$ cat config.mk
export PLATFORM = sky130hd
export DESIGN_NAME = booth_divider
export DESIGN_NICKNAME = d
export VERILOG_FILES = /design/src/rtl/arith_pkg.sv /design/src/rtl/booth_divider_div_step.sv /design/src/rtl/booth_divider.sv
export SDC_FILE = /design/constraint.sdc
export NUM_CORES = 1
export LEC_CHECK = 0
export ABC_AREA = 1
export ABC_CLOCK_PERIOD_IN_PS = 1700
export CAP_MARGIN = 5
export CORE_MARGIN = 4
export CORE_UTILIZATION = 25
export DETAILED_ROUTE_END_ITERATION = 10
export GPL_TIMING_DRIVEN = 0
export HOLD_SLACK_MARGIN = 0.03
export PLACE_DENSITY = 0.52
export SYNTH_ARGS = -nofsm -noshare
export SYNTH_HDL_FRONTEND = slang
export SYNTH_SLANG_ARGS = --single-unit
export TNS_END_PERCENT = 100
$ cat constraint.sdc
create_clock -name clk -period 1.7 [get_ports clk]
set_input_delay 0.51 -clock clk [delete_from_list [all_inputs] [get_ports clk]]
set_output_delay 0.51 -clock clk [all_outputs]
set_load 0.005 [all_outputs]
$ cat src/rtl/arith_pkg.sv
// -----------------------------------------------------------------------------
// arith_pkg
// Shared definitions for the sequential signed divider (booth_divider).
//   div_state_e     : divider FSM states (IDLE, CALC, FIX)
//   DIV0_QUOTIENT   : quotient returned on divide-by-zero (all ones, i.e. -1),
//                     sliced to the operand width by the user
//   div_latency()   : accept-to-done latency in clock edges for a given width
// -----------------------------------------------------------------------------
package arith_pkg;

    typedef enum logic [1:0] {
        IDLE = 2'd0,
        CALC = 2'd1,
        FIX  = 2'd2
    } div_state_e;

    localparam logic [31:0] DIV0_QUOTIENT = 32'hFFFF_FFFF;

    // One restoring step per operand bit plus a single sign-correction edge.
    function automatic int unsigned div_latency(input int unsigned width);
        return width + 32'd1;
    endfunction

endpackage

$ cat src/rtl/booth_divider_div_step.sv
// -----------------------------------------------------------------------------
// div_step
// Combinational single restoring shift-subtract step on magnitudes.
//   rem_i     : current partial remainder (always < divisor magnitude)
//   dvs_i     : divisor magnitude, WIDTH+1 bits so 2^(WIDTH-1) is representable
//   bit_i     : next dividend bit shifted into the remainder
//   rem_o     : partial remainder after this step
//   quo_bit_o : quotient bit produced by this step
// -----------------------------------------------------------------------------
module div_step #(
    parameter int WIDTH = 8
) (
    input  logic [WIDTH-1:0] rem_i,
    input  logic [WIDTH:0]   dvs_i,
    input  logic             bit_i,
    output logic [WIDTH-1:0] rem_o,
    output logic             quo_bit_o
);

    logic [WIDTH:0] shifted_s;
    logic [WIDTH:0] trial_s;

    // Shift in the next dividend bit and keep the trial difference when it is
    // non-negative. Because rem_i < dvs_i, the shifted value is below
    // 2*dvs_i <= 2^WIDTH, so bit WIDTH of the trial is a true sign bit.
    always_comb begin
        shifted_s = {rem_i, bit_i};
        trial_s   = shifted_s - dvs_i;
        if (trial_s[WIDTH] == 1'b0) begin
            rem_o     = trial_s[WIDTH-1:0];
            quo_bit_o = 1'b1;
        end else begin
            rem_o     = shifted_s[WIDTH-1:0];
            quo_bit_o = 1'b0;
        end
    end

endmodule

$ cat src/rtl/booth_divider.sv
// -----------------------------------------------------------------------------
// booth_divider
// Sequential signed divider: restoring shift-subtract on magnitudes, one
// quotient bit per clock, followed by one sign-correction edge. Quotient
// truncates toward zero; remainder takes the dividend's sign.
// Ports:
//   clk, rst_n          : rising-edge clock, async active-low reset
//   start               : request, sampled only while busy=0
//   dividend, divisor   : signed operands, captured on the accepting edge
//   busy                : high from the accepting edge until done
//   done                : one-cycle pulse; results held afterwards
//   quotient, remainder : signed results
//   div_by_zero         : divisor was zero (quotient=-1, remainder=dividend)
//   overflow            : -2^(WIDTH-1) / -1 (quotient wraps, remainder=0)
// -----------------------------------------------------------------------------
module booth_divider
    import arith_pkg::*;
#(
    parameter int WIDTH = 8
) (
    input  logic             clk,
    input  logic             rst_n,
    input  logic             start,
    input  logic [WIDTH-1:0] dividend,
    input  logic [WIDTH-1:0] divisor,
    output logic             busy,
    output logic             done,
    output logic [WIDTH-1:0] quotient,
    output logic [WIDTH-1:0] remainder,
    output logic             div_by_zero,
    output logic             overflow
);

    localparam int CNT_W     = (WIDTH > 2) ? $clog2(WIDTH) : 1;
    localparam int LAST_STEP = int'(div_latency(WIDTH)) - 2;
    localparam logic [WIDTH-1:0] ZERO_W    = {WIDTH{1'b0}};
    localparam logic [WIDTH-1:0] MOST_NEG  = {1'b1, {(WIDTH-1){1'b0}}};
    localparam logic [WIDTH-1:0] MINUS_ONE = {WIDTH{1'b1}};

    div_state_e       state_q, state_d;
    logic             busy_q, busy_d;
    logic             done_q, done_d;
    logic [CNT_W-1:0] cnt_q, cnt_d;
    logic [WIDTH-1:0] rem_q, rem_d;
    logic [WIDTH-1:0] quo_q, quo_d;
    logic [WIDTH:0]   dvs_q, dvs_d;
    logic             sign_quo_q, sign_quo_d;
    logic             sign_rem_q, sign_rem_d;
    logic             ovf_pend_q, ovf_pend_d;
    logic [WIDTH-1:0] quotient_q, quotient_d;
    logic [WIDTH-1:0] remainder_q, remainder_d;
    logic             dz_q, dz_d;
    logic             ovf_q, ovf_d;

    logic [WIDTH-1:0] dvd_mag_s;
    logic [WIDTH-1:0] dvs_mag_s;
    logic [WIDTH-1:0] step_rem_s;
    logic             step_bit_s;

    // Operand magnitudes at WIDTH bits read as unsigned: -2^(WIDTH-1) maps to
    // 2^(WIDTH-1), which still fits.
    always_comb begin
        dvd_mag_s = dividend[WIDTH-1] ? (ZERO_W - dividend) : dividend;
        dvs_mag_s = divisor[WIDTH-1]  ? (ZERO_W - divisor)  : divisor;
    end

    div_step #(.WIDTH(WIDTH)) u_div_step (
        .rem_i     (rem_q),
        .dvs_i     (dvs_q),
        .bit_i     (quo_q[WIDTH-1]),
        .rem_o     (step_rem_s),
        .quo_bit_o (step_bit_s)
    );

    // Next-state, datapath and result logic for IDLE/CALC/FIX.
    always_comb begin
        state_d     = state_q;
        busy_d      = busy_q;
        done_d      = 1'b0;
        cnt_d       = cnt_q;
        rem_d       = rem_q;
        quo_d       = quo_q;
        dvs_d       = dvs_q;
        sign_quo_d  = sign_quo_q;
        sign_rem_d  = sign_rem_q;
        ovf_pend_d  = ovf_pend_q;
        quotient_d  = quotient_q;
        remainder_d = remainder_q;
        dz_d        = dz_q;
        ovf_d       = ovf_q;
        case (state_q)
            IDLE: begin
                if (start) begin
                    sign_quo_d = dividend[WIDTH-1] ^ divisor[WIDTH-1];
                    sign_rem_d = dividend[WIDTH-1];
                    ovf_pend_d = (dividend == MOST_NEG) && (divisor == MINUS_ONE);
                    quo_d      = dvd_mag_s;
                    dvs_d      = {1'b0, dvs_mag_s};
                    rem_d      = ZERO_W;
                    cnt_d      = {CNT_W{1'b0}};
                    busy_d     = 1'b1;
                    state_d    = CALC;
                end else begin
                    state_d    = IDLE;
                end
            end
            CALC: begin
                // quo_q doubles as the dividend shift register: its MSB feeds
                // the step while the new quotient bit enters at the bottom.
                rem_d = step_rem_s;
                quo_d = {quo_q[WIDTH-2:0], step_bit_s};
                cnt_d = cnt_q + {{(CNT_W-1){1'b0}}, 1'b1};
                if (cnt_q == CNT_W'(LAST_STEP)) begin
                    state_d = FIX;
                end else begin
                    state_d = CALC;
                end
            end
            FIX: begin
                // With a zero divisor every step succeeds, so rem_q ends up as
                // |dividend| and the sign fix below restores the dividend.
                remainder_d = sign_rem_q ? (ZERO_W - rem_q) : rem_q;
                if (dvs_q == {(WIDTH+1){1'b0}}) begin
                    quotient_d = DIV0_QUOTIENT[WIDTH-1:0];
                    dz_d       = 1'b1;
                    ovf_d      = 1'b0;
                end else begin
                    quotient_d = sign_quo_q ? (ZERO_W - quo_q) : quo_q;
                    dz_d       = 1'b0;
                    ovf_d      = ovf_pend_q;
                end
                done_d  = 1'b1;
                busy_d  = 1'b0;
                state_d = IDLE;
            end
            default: begin
                busy_d  = 1'b0;
                state_d = IDLE;
            end
        endcase
    end

    // State, datapath and output registers; async reset aborts any operation.
    always_ff @(posedge clk or negedge rst_n) begin
        if (!rst_n) begin
            state_q     <= IDLE;
            busy_q      <= 1'b0;
            done_q      <= 1'b0;
            cnt_q       <= {CNT_W{1'b0}};
            rem_q       <= ZERO_W;
            quo_q       <= ZERO_W;
            dvs_q       <= {(WIDTH+1){1'b0}};
            sign_quo_q  <= 1'b0;
            sign_rem_q  <= 1'b0;
            ovf_pend_q  <= 1'b0;
            quotient_q  <= ZERO_W;
            remainder_q <= ZERO_W;
            dz_q        <= 1'b0;
            ovf_q       <= 1'b0;
        end else begin
            state_q     <= state_d;
            busy_q      <= busy_d;
            done_q      <= done_d;
            cnt_q       <= cnt_d;
            rem_q       <= rem_d;
            quo_q       <= quo_d;
            dvs_q       <= dvs_d;
            sign_quo_q  <= sign_quo_d;
            sign_rem_q  <= sign_rem_d;
            ovf_pend_q  <= ovf_pend_d;
            quotient_q  <= quotient_d;
            remainder_q <= remainder_d;
            dz_q        <= dz_d;
            ovf_q       <= ovf_d;
        end
    end

    assign busy        = busy_q;
    assign done        = done_q;
    assign quotient    = quotient_q;
    assign remainder   = remainder_q;
    assign div_by_zero = dz_q;
    assign overflow    = ovf_q;

endmodule

**Yosys cells after proc, flatten, opt, wreduce, memory -nomap -nowiden**

Index checks and enable logic that the tools add are counted.

- Input bits: 19
- Bits in registers: 52

- Muxes and demuxes: 21
- Reductions and logical operators: 7
- Equality and inequality tests: 6
- Bitwise logic cells: 2
- Add/sub/neg operators: 6

Operators by type and width:

| operator | number |
|---|---|
| $mux 8 | 8 |
| $pmux 8 s2 | 2 |
| $sub 1x8->8 const A | 4 |
| $eq 8x8->1 const B | 2 |
| $logic_not 9->1 | 1 |
| $sub 9x8->9 | 1 |
| $mux 1 | 6 |
| $pmux 3 s2 | 1 |
| $reduce_and 2->1 | 3 |
| $pmux 2 s2 | 1 |
| $add 3x1->3 const B | 1 |
| $eq 3x3->1 const B | 1 |
| $mux 3 | 1 |
| $eq 2x1->1 const B | 1 |
| $eq 2x2->1 const B | 1 |
| $logic_not 2->1 | 1 |
| $mux 2 | 1 |
| $ne 2x2->1 const B | 1 |
| $pmux 1 s2 | 1 |
| $reduce_bool 2->1 | 1 |
| $logic_and 1x1->1 | 1 |
| $not 1->1 | 1 |
| $xor 1x1->1 | 1 |

**Depth between registers and ports, before layout**

- Depth in word-level cells: 4
- Gate-level depth with buffers: 13
- Depth with buffers taken out: 13

**Cells and area by module**

Synthesis repeated with hierarchy kept, for this count alone.

- Cells, all modules: 441
- Area, all modules: 3,305.7 um2

By module, submodules not included:

| module | times used | cells an instance | area each (um2) |
|---|---|---|---|
| booth_divider | 1 | 335 | 2,713.9 |
| div_step | 1 | 106 | 591.8 |

**Worst setup path before layout**

Ideal clock, no wire load.

- Path kind: register to register
- Start point: reg quo_q[7]
- End point: reg rem_q[7]
- Period minus slack after synthesis: 1.825 ns
- Setup time: 0.117 ns
- Cell stages (with the launch flop): 13
- Buffers on the path: 0
- Setup slack: -0.125 ns
- Arrival time: 1.708 ns
- Cells stage by stage: dfrtp_1 > inv_1 > ha_1 > inv_1 > fa_1 > nand2_2 > nand2_4 > nand3_4 > nand3_2 > nand2_4 > nand2_1 > nand3_1 > nand2_1

- Word-level cells in the longest chain between the ends: 3

Ends and longest elaborated chain:

| what | line | RTL |
|---|---|---|
| from (decl) | booth_divider.sv:45 | `logic [WIDTH-1:0] quo_q, quo_d;` |
| from (signal assigned) | booth_divider.sv:166 | `quo_q <= quo_d;` |
| $sub 9x8->9 | booth_divider_div_step.sv:28 | `trial_s = shifted_s - dvs_i;` |
| $mux 8 | booth_divider_div_step.sv:29 | `if (trial_s[WIDTH] == 1'b0) begin` |
| $pmux 8 s2 | booth_divider.sv:91 | `case (state_q)` |
| to (signal assigned) | booth_divider.sv:165 | `rem_q <= rem_d;` |
| to (decl) | booth_divider.sv:44 | `logic [WIDTH-1:0] rem_q, rem_d;` |

Every way passes these cells.
A chain may end at the register's enable or synchronous reset.

**Worst setup path in the final report**

- Start point: reg quo_q[7]
- End point: reg rem_q[4]

The elaborated chain is that of the path after synthesis.

==> run_results.csv <==
group,metric,value,unit
status,outcome,"finished, violations left",
status,violations,"setup timing",
power,p_switching,3.636,mW
global_routing,grt_use_total,11.04,%
sta,period_minus_slack,1.800,ns
finish,syn_to_final_growth,31.33,%
global_routing,grt_pass1_wl,13.38,mm
routing,drtIter0Drc,134,
critical_path,cp_max_fo,6,
placement,place_congestion,0.8096,
critical_path,path_buf_inv,2,
power,p_per_area,1986,nW/µm²
global_routing,antenna_found_initial,0,
die,core-area,12620,µm²
cts,clock_path_buffers,2,
placement,hpwl,6.156,mm
sta,slew_headroom,66.20,%
yosys,avgSynthCellArea,7.900,µm²
critical_path,path_class,"reg2reg",
sta,finalCritPeriodShare,105.9,%
routing,wire_per_inst,12.59,µm
finish,final_util,33.54,%
global_routing,overflow,0,
sta,fmax,0.5554,GHz
critical_path,critPathRequiredTime,1.88,ns
routing,via_per_inst,4.419,
sta,rsz0062_at_grt,"yes",
finish,regArea,1301,µm²
flow_run,cap_violations,0,
yosys,synth-edff-count,0,
critical_path,crit_top_cell,"nand2_4",
cts,h-tree-depth,2,
cts,numCtsBuffers,5,
sta,maxSlewViolCount,0,
routing,first_pass_iters,4,
cts,clock_sinks,52,
die,initial_core_util,25.54,%
sta,setup_slack,-0.1004,ns
die,die_w,121.5,µm
critical_path,crit_path_top_delay_cell,"dfrtp_1",
placement,dp_slack,-0.3019,ns
sta,worstMarginPinSlew,0.5071,ns
routing,wl,8.017,mm
critical_path,start_kind,"flip-flop",
critical_path,crit_chain,"inv_2 > ha_4 > inv_4 > fa_2 > nand2_2 > nand2_4 > nand3_4 > nand2_4 > nand2_4 > nand3_1 > nand3_1 > nand2_1",
yosys,ys_types,38,
yosys,synth_area,3223,µm²
power,swShare,43.24,%
sta,setup_viol,8,
yosys,ys_ff_latch,52,
global_routing,first_global_vias,2791,
yosys,synthCells,408,
yosys,synth_flop_cell,"dfrtp_1",
die,die_h,121.5,µm
routing,drc,0,
die,dieArea,14770,µm²
power,p_seq_share,26.7,%
placement,portBuffers,37,
cts,cts_tree,"done",
sta,hold_viol,0,
power,p_int,4.772,mW
power,pwr-share-clk,15.5,%
finish,multi_input_area,1767,µm²
routing,vias,2815,
worst_hold_path,hold_path_class,"in2async",
finish,antenna_cells,0,
die,num_rows,41,
routing,ant_nets,0,
yosys,synth_nets,443,
yosys,async_flop_share,100.0,%
sta,skew,0.005821,ns
power,combPwrFrac,57.8,%
critical_path,critPathCaptureType,"flip-flop",
finish,fin_nets,499,
cts,cts_root_buffer,"clkbuf_16",
cts,clk_pin_slew,0.07,ns
critical_path,cp.arrival,1.98,ns
yosys,seq_area_frac_synth,40.37,%
finish,final_layout_size_suffix_gt1_share,16.77,%
global_routing,grt_max_degree,34,
die,pin_count,39,
critical_path,slowest_delay,0.40,ns
yosys,ys_warn_count,0,
cts,clkLatencyLatePin,0.29,ns
power,vdd.ir_drop.worst,0.0006196,V
critical_path,cp_top_family,"simple AND/OR/NAND/NOR gates",
finish,fillers,1366,
power,p_leak,2.053,nW
-- per-stage QoR --
stage          instances  instance area [µm²]  hold WS (ns)  power [mW]  setup TNS (ns)
3_3_place_gp         617                 3839        0.4601       6.696          -82.68
3_5_place_dp         618                 3854        0.4708       6.777          -3.693
5_1_grt              637                 4233        0.2242       9.229          -1.488
6_report             637                 4233        0.1899       8.408         -0.6258
2_1_floorplan        408                 3253        0.2144       5.488               0
4_1_cts              630                 4104        0.1976       8.302         -0.8193
-- area by class of cell --
class	count	area share, %
inverter	56	5.143
buffer	8	1.271
sequential	52	30.74
multi-input combinational	292	41.74
clock buffer	5	2.956
tap	172	5.084
clock inverter	3	1.626
timing repair buffer	49	11.44
-- timing repair --
action / in CTS / in global routing
resized for setup: 6 / 18
hold buffers: 0 / 0
buffers inserted: 4 / 7
pin swaps: 12 / 12
setup endpoints to repair: 10 / 18
-- sequential cells by signal (all words and copies together), names as in the netlist --
register     flops
rem_q            8
div_by_zero      1
cnt_q            3
quotient         8
sign_rem_q       1
remainder        8
done             1
quo_q            8
state_q          2
dvs_q            8
busy             1
ovf_pend_q       1
overflow         1
sign_quo_q       1
-- power by group through the flow --
| stage | Clock (mW) | Sequential (mW) | Combinational (mW) |
|---|---|---|---|
| finish | 1.31 | 2.24 | 4.86 |
| global route | 1.39 | 2.33 | 5.51 |
| CTS | 1.35 | 2.23 | 4.72 |
| detailed placement | 0 | 2.26 | 4.52 |
| global placement | 0 | 2.24 | 4.45 |
| floorplan | 0 | 2.15 | 3.34 |
-- per-layer routing --
layer	GRT usage (%)	vias to the layer above	share of wire, %
met3	1.764	4	2.3
met1	15.27	1329	50
li1	-	1442	-
met2	18.65	40	47
met5	0	-	0
met4	1.611	0	0.42
-- final timing paths --
path                           from  endpoint  slack (ns)  cells after the start
setup reg to reg           quo_q[7]  rem_q[4]       -0.10                     12
max in group asynchronous     rst_n  cnt_q[1]        0.96                      2
min in group clk           cnt_q[0]  cnt_q[0]        0.48                      1
hold / removal                rst_n  rem_q[6]        0.19                      1
hold reg to reg            cnt_q[0]  cnt_q[0]        0.48                      1
setup / recovery           quo_q[7]  rem_q[4]       -0.10                     12
-- kinds of logic (layout without fill, tap and decap cells) --
group	count (synthesis)	after routing	synth area share, %
flops	52	52	40.37
xor+xnor	17	17	4.619
compound gates	60	60	11.06
buf+inv	64	121	8.346
fa+ha+maj	16	16	6.444
simple gates	199	199	29.15
-- Yosys cell counts (2+ instances only) --
cell type,instances,area (µm²)
nor2_2,3,18.77
o211ai_1,2,15.01
nand4_1,6,37.54
o21ai_1,13,65.06
nand2_4,6,67.56
buf_6,2,22.52
nor2_4,2,22.52
nand3b_1,3,22.52
dfrtp_1,52,1301
a31oi_1,2,12.51
nand2_2,7,43.79
buf_2,4,20.02
o221ai_1,3,26.28
nand3_2,2,20.02
o21ai_0,15,75.07
a22oi_1,4,30.03
a21oi_1,14,70.07
xor2_1,16,140.1
nand2_1,101,379.1
nand3_1,35,175.2
a22o_1,3,26.28
inv_1,47,176.4
nor2_1,29,108.9
inv_2,8,30.03
o22ai_1,2,12.51
ha_1,15,187.7
-- cell usage in the layout (no fill, tap or decap), drive strengths merged --
cell / n
o221ai: 3
xor2: 16
nand2: 114
clkinv: 1
nor3: 1
o21ai: 28
o22ai: 2
clkdlybuf4s50: 28
a21oi: 15
dlymetal6s2s: 7
nand4: 6
nand3b: 3
dfrtp: 52
nor2: 34
ha: 15
nand3: 38
a31oi: 2
nor4: 1
a22o: 3
dlygate4sd2: 1
fa: 1
or3: 1
clkbuf: 6
o211ai: 2
inv: 56
o21bai: 1
buf: 20
bufinv: 2
xnor2: 1
a22oi: 4
or2: 1
Note: power is estimated with default switching activity, not from simulation.
